## config.mk

```make
export PLATFORM = sky130hd
export DESIGN_NAME = cdf_seq_ctrl
export DESIGN_NICKNAME = d
export VERILOG_FILES = /design/src/rtl/cdf_pkg.sv /design/src/rtl/cdf_tick_counter.sv /design/src/rtl/cdf_seq_ctrl.sv
export SDC_FILE = /design/constraint.sdc
export NUM_CORES = 1
export LEC_CHECK = 0
export CORE_ASPECT_RATIO = 1.2
export CORE_MARGIN = 5
export CORE_UTILIZATION = 50
export CTS_CLUSTER_SIZE = 12
export DETAILED_ROUTE_END_ITERATION = 8
export PLACE_DENSITY = 0.8
export SLEW_MARGIN = 30
export SYNTH_ARGS = -nofsm -noshare
export SYNTH_HDL_FRONTEND = slang
export SYNTH_SLANG_ARGS = --single-unit
```

## constraint.sdc

```tcl
create_clock -name clk -period 1.9 [get_ports clk]
set_input_delay 0.38 -clock clk [delete_from_list [all_inputs] [get_ports clk]]
set_output_delay 0.38 -clock clk [all_outputs]
set_load 0.02 [all_outputs]
```

## src/rtl/cdf_pkg.sv

```systemverilog
// Shared types and default sizing for the parametrised CDF pass sequencer.
package cdf_pkg;

   typedef enum logic [2:0] {
      ST_IDLE,
      ST_RD_ISSUE,
      ST_RD_WAIT,
      ST_COMPUTE,
      ST_WRITE,
      ST_ADVANCE,
      ST_DONE
   } cdf_state_e;

   localparam int DEF_NUM_TILES      = 64;
   localparam int DEF_TILE_W         = 6;
   localparam int DEF_COMPUTE_CYCLES = 2;
   localparam int DEF_TIMEOUT        = 15;

endpackage

```

## src/rtl/cdf_tick_counter.sv

```systemverilog
// Loadable down-counter with terminal-count flag; used for compute windows and read timeouts.
module cdf_tick_counter #(
   parameter int W = 4
) (
   input  logic         clk,
   input  logic         reset,
   input  logic         load,
   input  logic [W-1:0] load_val,
   input  logic         en,
   output logic         tc
);

   logic [W-1:0] count;

   always_ff @(posedge clk) begin
      if (reset)
         count <= '0;
      else if (load)
         count <= load_val;
      else if (en && (count != '0))
         count <= count - W'(1);
   end

   assign tc = (count == '0);

endmodule

```

## src/rtl/cdf_seq_ctrl.sv

```systemverilog
// Sequences NUM_TILES read/compute/write CDF passes per image with handshakes, abort and read timeout.
//
// state       | meaning
// ------------+------------------------------------------------------
// ST_IDLE     | waiting for start
// ST_RD_ISSUE | one-cycle read strobe (rd_first on tile 0, else rd_next)
// ST_RD_WAIT  | waiting for rd_valid, bounded by TIMEOUT cycles
// ST_COMPUTE  | compute_en high for COMPUTE_CYCLES cycles
// ST_WRITE    | wr_req held until wr_ack
// ST_ADVANCE  | step tile index or finish image
// ST_DONE     | one-cycle cdf_done
module cdf_seq_ctrl
   import cdf_pkg::*;
#(
   parameter int NUM_TILES      = DEF_NUM_TILES,
   parameter int TILE_W         = DEF_TILE_W,
   parameter int COMPUTE_CYCLES = DEF_COMPUTE_CYCLES,
   parameter int TIMEOUT        = DEF_TIMEOUT
) (
   input  logic              clk,
   input  logic              reset,
   input  logic              start,
   input  logic              abort,
   output logic              rd_first,
   output logic              rd_next,
   input  logic              rd_valid,
   output logic              compute_en,
   output logic              wr_req,
   input  logic              wr_ack,
   output logic [TILE_W-1:0] tile_idx,
   output logic              busy,
   output logic              cdf_done,
   output logic              rd_timeout
);

   localparam int CMP_W = $clog2(COMPUTE_CYCLES + 1);
   localparam int TO_W  = $clog2(TIMEOUT + 1);
   localparam logic [CMP_W-1:0]  CMP_LOAD  = CMP_W'(COMPUTE_CYCLES - 1);
   localparam logic [TO_W-1:0]   TO_LOAD   = TO_W'(TIMEOUT - 1);
   localparam logic [TILE_W-1:0] LAST_TILE = TILE_W'(NUM_TILES - 1);

   cdf_state_e        state_q, state_d;
   logic [TILE_W-1:0] tile_d;
   logic              cmp_load, cmp_en, cmp_tc;
   logic              to_load, to_en, to_tc;
   logic              set_timeout, start_ok;

   cdf_tick_counter #(.W(CMP_W)) u_cmp_cnt (
      .clk(clk), .reset(reset), .load(cmp_load), .load_val(CMP_LOAD), .en(cmp_en), .tc(cmp_tc)
   );

   cdf_tick_counter #(.W(TO_W)) u_to_cnt (
      .clk(clk), .reset(reset), .load(to_load), .load_val(TO_LOAD), .en(to_en), .tc(to_tc)
   );

   always_comb begin
      state_d     = state_q;
      tile_d      = tile_idx;
      cmp_load    = 1'b0;
      cmp_en      = 1'b0;
      to_load     = 1'b0;
      to_en       = 1'b0;
      set_timeout = 1'b0;
      start_ok    = 1'b0;
      case (state_q)
         ST_IDLE: begin
            if (start) begin
               start_ok = 1'b1;
               tile_d   = '0;
               state_d  = ST_RD_ISSUE;
            end
         end
         ST_RD_ISSUE: begin
            to_load = 1'b1;
            state_d = ST_RD_WAIT;
         end
         ST_RD_WAIT: begin
            // a valid on the final allowed cycle wins over the timeout
            if (rd_valid) begin
               cmp_load = 1'b1;
               state_d  = ST_COMPUTE;
            end else if (to_tc) begin
               set_timeout = 1'b1;
               state_d     = ST_IDLE;
            end else begin
               to_en = 1'b1;
            end
         end
         ST_COMPUTE: begin
            if (cmp_tc) state_d = ST_WRITE;
            else        cmp_en  = 1'b1;
         end
         ST_WRITE: begin
            if (wr_ack) state_d = ST_ADVANCE;
         end
         ST_ADVANCE: begin
            if (tile_idx == LAST_TILE) begin
               state_d = ST_DONE;
            end else begin
               tile_d  = tile_idx + TILE_W'(1);
               state_d = ST_RD_ISSUE;
            end
         end
         ST_DONE:  state_d = ST_IDLE;
         default:  state_d = ST_IDLE;
      endcase
      if (abort && (state_q != ST_IDLE)) begin
         state_d     = ST_IDLE;
         tile_d      = tile_idx;
         set_timeout = 1'b0;
      end
   end

   // outputs are registered copies of the upcoming state so they line up with it
   always_ff @(posedge clk) begin
      if (reset) begin
         state_q    <= ST_IDLE;
         tile_idx   <= '0;
         rd_first   <= 1'b0;
         rd_next    <= 1'b0;
         compute_en <= 1'b0;
         wr_req     <= 1'b0;
         busy       <= 1'b0;
         cdf_done   <= 1'b0;
         rd_timeout <= 1'b0;
      end else begin
         state_q    <= state_d;
         tile_idx   <= tile_d;
         rd_first   <= (state_d == ST_RD_ISSUE) && (tile_d == '0);
         rd_next    <= (state_d == ST_RD_ISSUE) && (tile_d != '0);
         compute_en <= (state_d == ST_COMPUTE);
         wr_req     <= (state_d == ST_WRITE);
         busy       <= (state_d != ST_IDLE);
         cdf_done   <= (state_d == ST_DONE);
         if (set_timeout)   rd_timeout <= 1'b1;
         else if (start_ok) rd_timeout <= 1'b0;
      end
   end

endmodule

```

==> key figures <==
Yosys
  • Syn_nets: ~150
  • #FFs+latches synth: 22
  • Post-synth top cells: 22 x dfxtp_1, 15 x nor2_1, 8 x a21oi_1, 8 x nand2_1, 7 x inv_1
  • Yosys top cell by area: dfxtp_1
  • EDFF count, synth: 0
  • Ys Warns: 0
  • Post-Synthesis Cells: about 140
  • Cell Area, Synth: between 1000 and 1500 um2
  • Count leader, synth: dfxtp_1
  • Area contributors post-synth: dfxtp_1 37%, nor2_1 4.7%, ha_1 4.2%
  • Yosys cell types: 44
  • Sequential element share of the synthesized area: 0.366
  • Dominant synthesized flop cell: dfxtp_1
  • Share of the synthesized area in the top cell type: 0.366
  • Ys async rst share: 0
  • Average size of a mapped cell: 8.66 um2

Clock tree
  • H-tree levels: 1
  • CTS Buf Count: 3
  • Root Buffer: clkbuf_4
  • Clk buf depth: 2
  • Clk slew on worst S/H paths: 0.13 ns
  • Clk sinks: 22
  • Skew-Pair Late Insertion Delay: roughly 0.3 ns
  • CTS tree: done
  • Post-CTS Setup Inserts: 0

GRT
  • Largest net degree at the start of global routing: 14
  • Initial antenna violation count: 0
  • Vias in the first global route: about 1200
  • Gr ovfl total: 0
  • First-pass GRT wire length: slightly above 5 mm
  • Total track usage: 0.193

Layout
  • Area growth syn-to-layout: 36.9%
  • Final Util: 0.715
  • Layout Nets: 188
  • N_diodes: 0
  • Final non-filler cell total: ~210
  • Share of layout cells above drive strength 1: 0.249

Pwr
  • Clock share of power: 0.325
  • Sw frac: 0.259
  • Peak VDD IR: about 0.54 mV
  • Cell Int Power: between 0.0008 and 0.0009 W
  • Psw: 0.000285 W
  • Flop pwr share: 0.468
  • Logic gate share of total power: 0.208
  • Power Density: about 670 nW/um2
  • P_leak: about 0.64 nW

Worst setup path
  • CP Class: reg2reg
  • Reg-to-reg critical path startpoint: tile_idx[1]$_SDFF_PP0_
  • CP arrival: 2.10 ns
  • WP data required: between 2 and 2.5 ns
  • Crit. End Element: flip-flop
  • Crit path launch type: flip-flop
  • CP Launch Point: tile_idx[1]$_SDFF_PP0_
  • Critical Path Fanout Max: 7

Floorplan
  • Die ar.: around 3500 um2
  • I/O pin cnt: 19
  • Die Height: approximately 64 um
  • Total core area: 2310 um2
  • Die width: roughly 55 um
  • Starting Density: 0.522
  • Row cnt: 19

Placed design
  • GPL Wtd Cong: 0.876
  • Placed Cells incl. Taps: just over 200
  • # port buffers: 18
  • Post-DP HPWL: approximately 2.4 mm

STA
  • Slew HR: 0.746
  • Tcrit/Tclk final: 0.970
  • FMAX: approximately 0.54 GHz
  • Setup-failing EPs final: 0
  • Least-Margin Pin Slew: 0.372 ns
  • Fin. max-slew vios: 0
  • Clk_skew: 0.00627 ns
  • Final count of hold timing violations: 0
  • Final min period: about 1.8 ns
  • Unrepaired setup endpoints after global routing: yes

Detailed routing
  • Routed length per instance: roughly 15 um
  • Antenna Nets Post-Route: 0
  • Via count: roughly 1200
  • DR vias/cell: roughly 5.8
  • DR pass1 iterations: 5
  • Final WL: between 3 and 4 mm
  • DR iter-0 viols: 26
  • DRC: 0

Min path
  • Worst Hold Class: reg2reg
  • Hold Crit Start: rd_timeout$_SDFFE_PP0P_

Status
  • Status: complete, no violations

Flow run
  • # Max-Cap Violations: 0
[state kept, by name, indices dropped and copies added, names as in the netlist]
| register | cells |
|---|---|
| compute_en | 1 |
| state_q | 3 |
| rd_timeout | 1 |
| tile_idx | 6 |
| rd_first | 1 |
| u_to_cnt.count | 4 |
| wr_req | 1 |
| u_cmp_cnt.count | 2 |
| rd_next | 1 |
| cdf_done | 1 |
| busy | 1 |
[per-layer routing]
metal	track usage	share of wire	routed length (um)	up-vias
met4	0.0779	0.011	35	0
met1	0.193	0.40	1240	580
met3	0.0302	0.028	87	4
li1	-	-	-	586
met2	0.368	0.56	1770	29
met5	0	0	0	-
[through the flow]
stage / worst slack [ns] / instance area [um2] / total power [W] / TNS, ns / hold WS (ns)
final: 0.0563 / 1650 / 0.00110 / 0 / 0.522
after global routing: -0.0919 / 1650 / 0.00116 / -0.141 / 0.554
after CTS: 0.0153 / 1610 / 0.00109 / 0 / 0.523
after detailed placement: -0.241 / 1560 / 0.000737 / -1.11 / 0.506
after global placement: -0.176 / 1560 / 0.000728 / -0.751 / 0.499
after floorplan: 0.0231 / 1200 / 0.000645 / 0 / 0.459
[power by group through the flow]
stage          sequential (W)  clock, W  combinational (W)
2_1_floorplan        0.000522         0           0.000124
3_3_place_gp         0.000520         0           0.000208
3_5_place_dp         0.000522         0           0.000215
4_1_cts              0.000512  0.000365           0.000216
5_1_grt              0.000518  0.000391           0.000251
6_report             0.000515  0.000357           0.000229
[worst max-delay path: stages (launching register included)]
cell	delay (ns)
dfxtp_1	0.36
ha_1	0.16
nand3_1	0.25
o32ai_1	0.39
a22oi_2	0.15
nor3_2	0.21
buf_4	0.14
and2_1	0.11
[cell usage in the layout (no fill, tap or decap), drive strengths merged, types with 4 or more instances in the layout]
cell | netlist | final
buf | 4 | 22
a21oi | 8 | 8
nand3 | 5 | 5
nor2 | 15 | 15
ha | 4 | 4
nand2 | 8 | 8
dfxtp | 22 | 22
inv | 7 | 7
clkdlybuf4s50 | 0 | 18
nor3 | 6 | 6
[final timing paths]
kind	endpoint	slack (ns)	depth (start not counted)
setup / recovery	compute_en$_SDFF_PP0_	0.06	7
hold / removal	rd_timeout$_SDFFE_PP0P_	0.52	2
setup reg to reg	compute_en$_SDFF_PP0_	0.06	7
hold reg to reg	rd_timeout$_SDFFE_PP0P_	0.52	2
[cells by family after synthesis]
logic type / synth area share
multiplexers: 0.0260
buffers and inverters: 0.0499
AND/OR/NAND/NOR: 0.275
adder cells (fa/ha/maj): 0.0416
AO/OA/AOI/OAI: 0.219
flip-flops: 0.366
XOR/XNOR: 0.0218
[layout make-up]
class / instances / area, um2
clock buffer: 3 / 22.5
clock inverter: 1 / 30.0
fill: 187 / 658
inverter: 7 / 26.3
multi-input combinational: 104 / 741
sequential: 22 / 444
tap: 31 / 38.8
timing repair buffer: 40 / 345
[repair_timing]
item | CTS | global route
setup endpoints to repair | 0 | 7
resized for setup | 0 | 13
hold buffers | 0 | 0
Note: power is estimated with default switching activity, not from simulation.
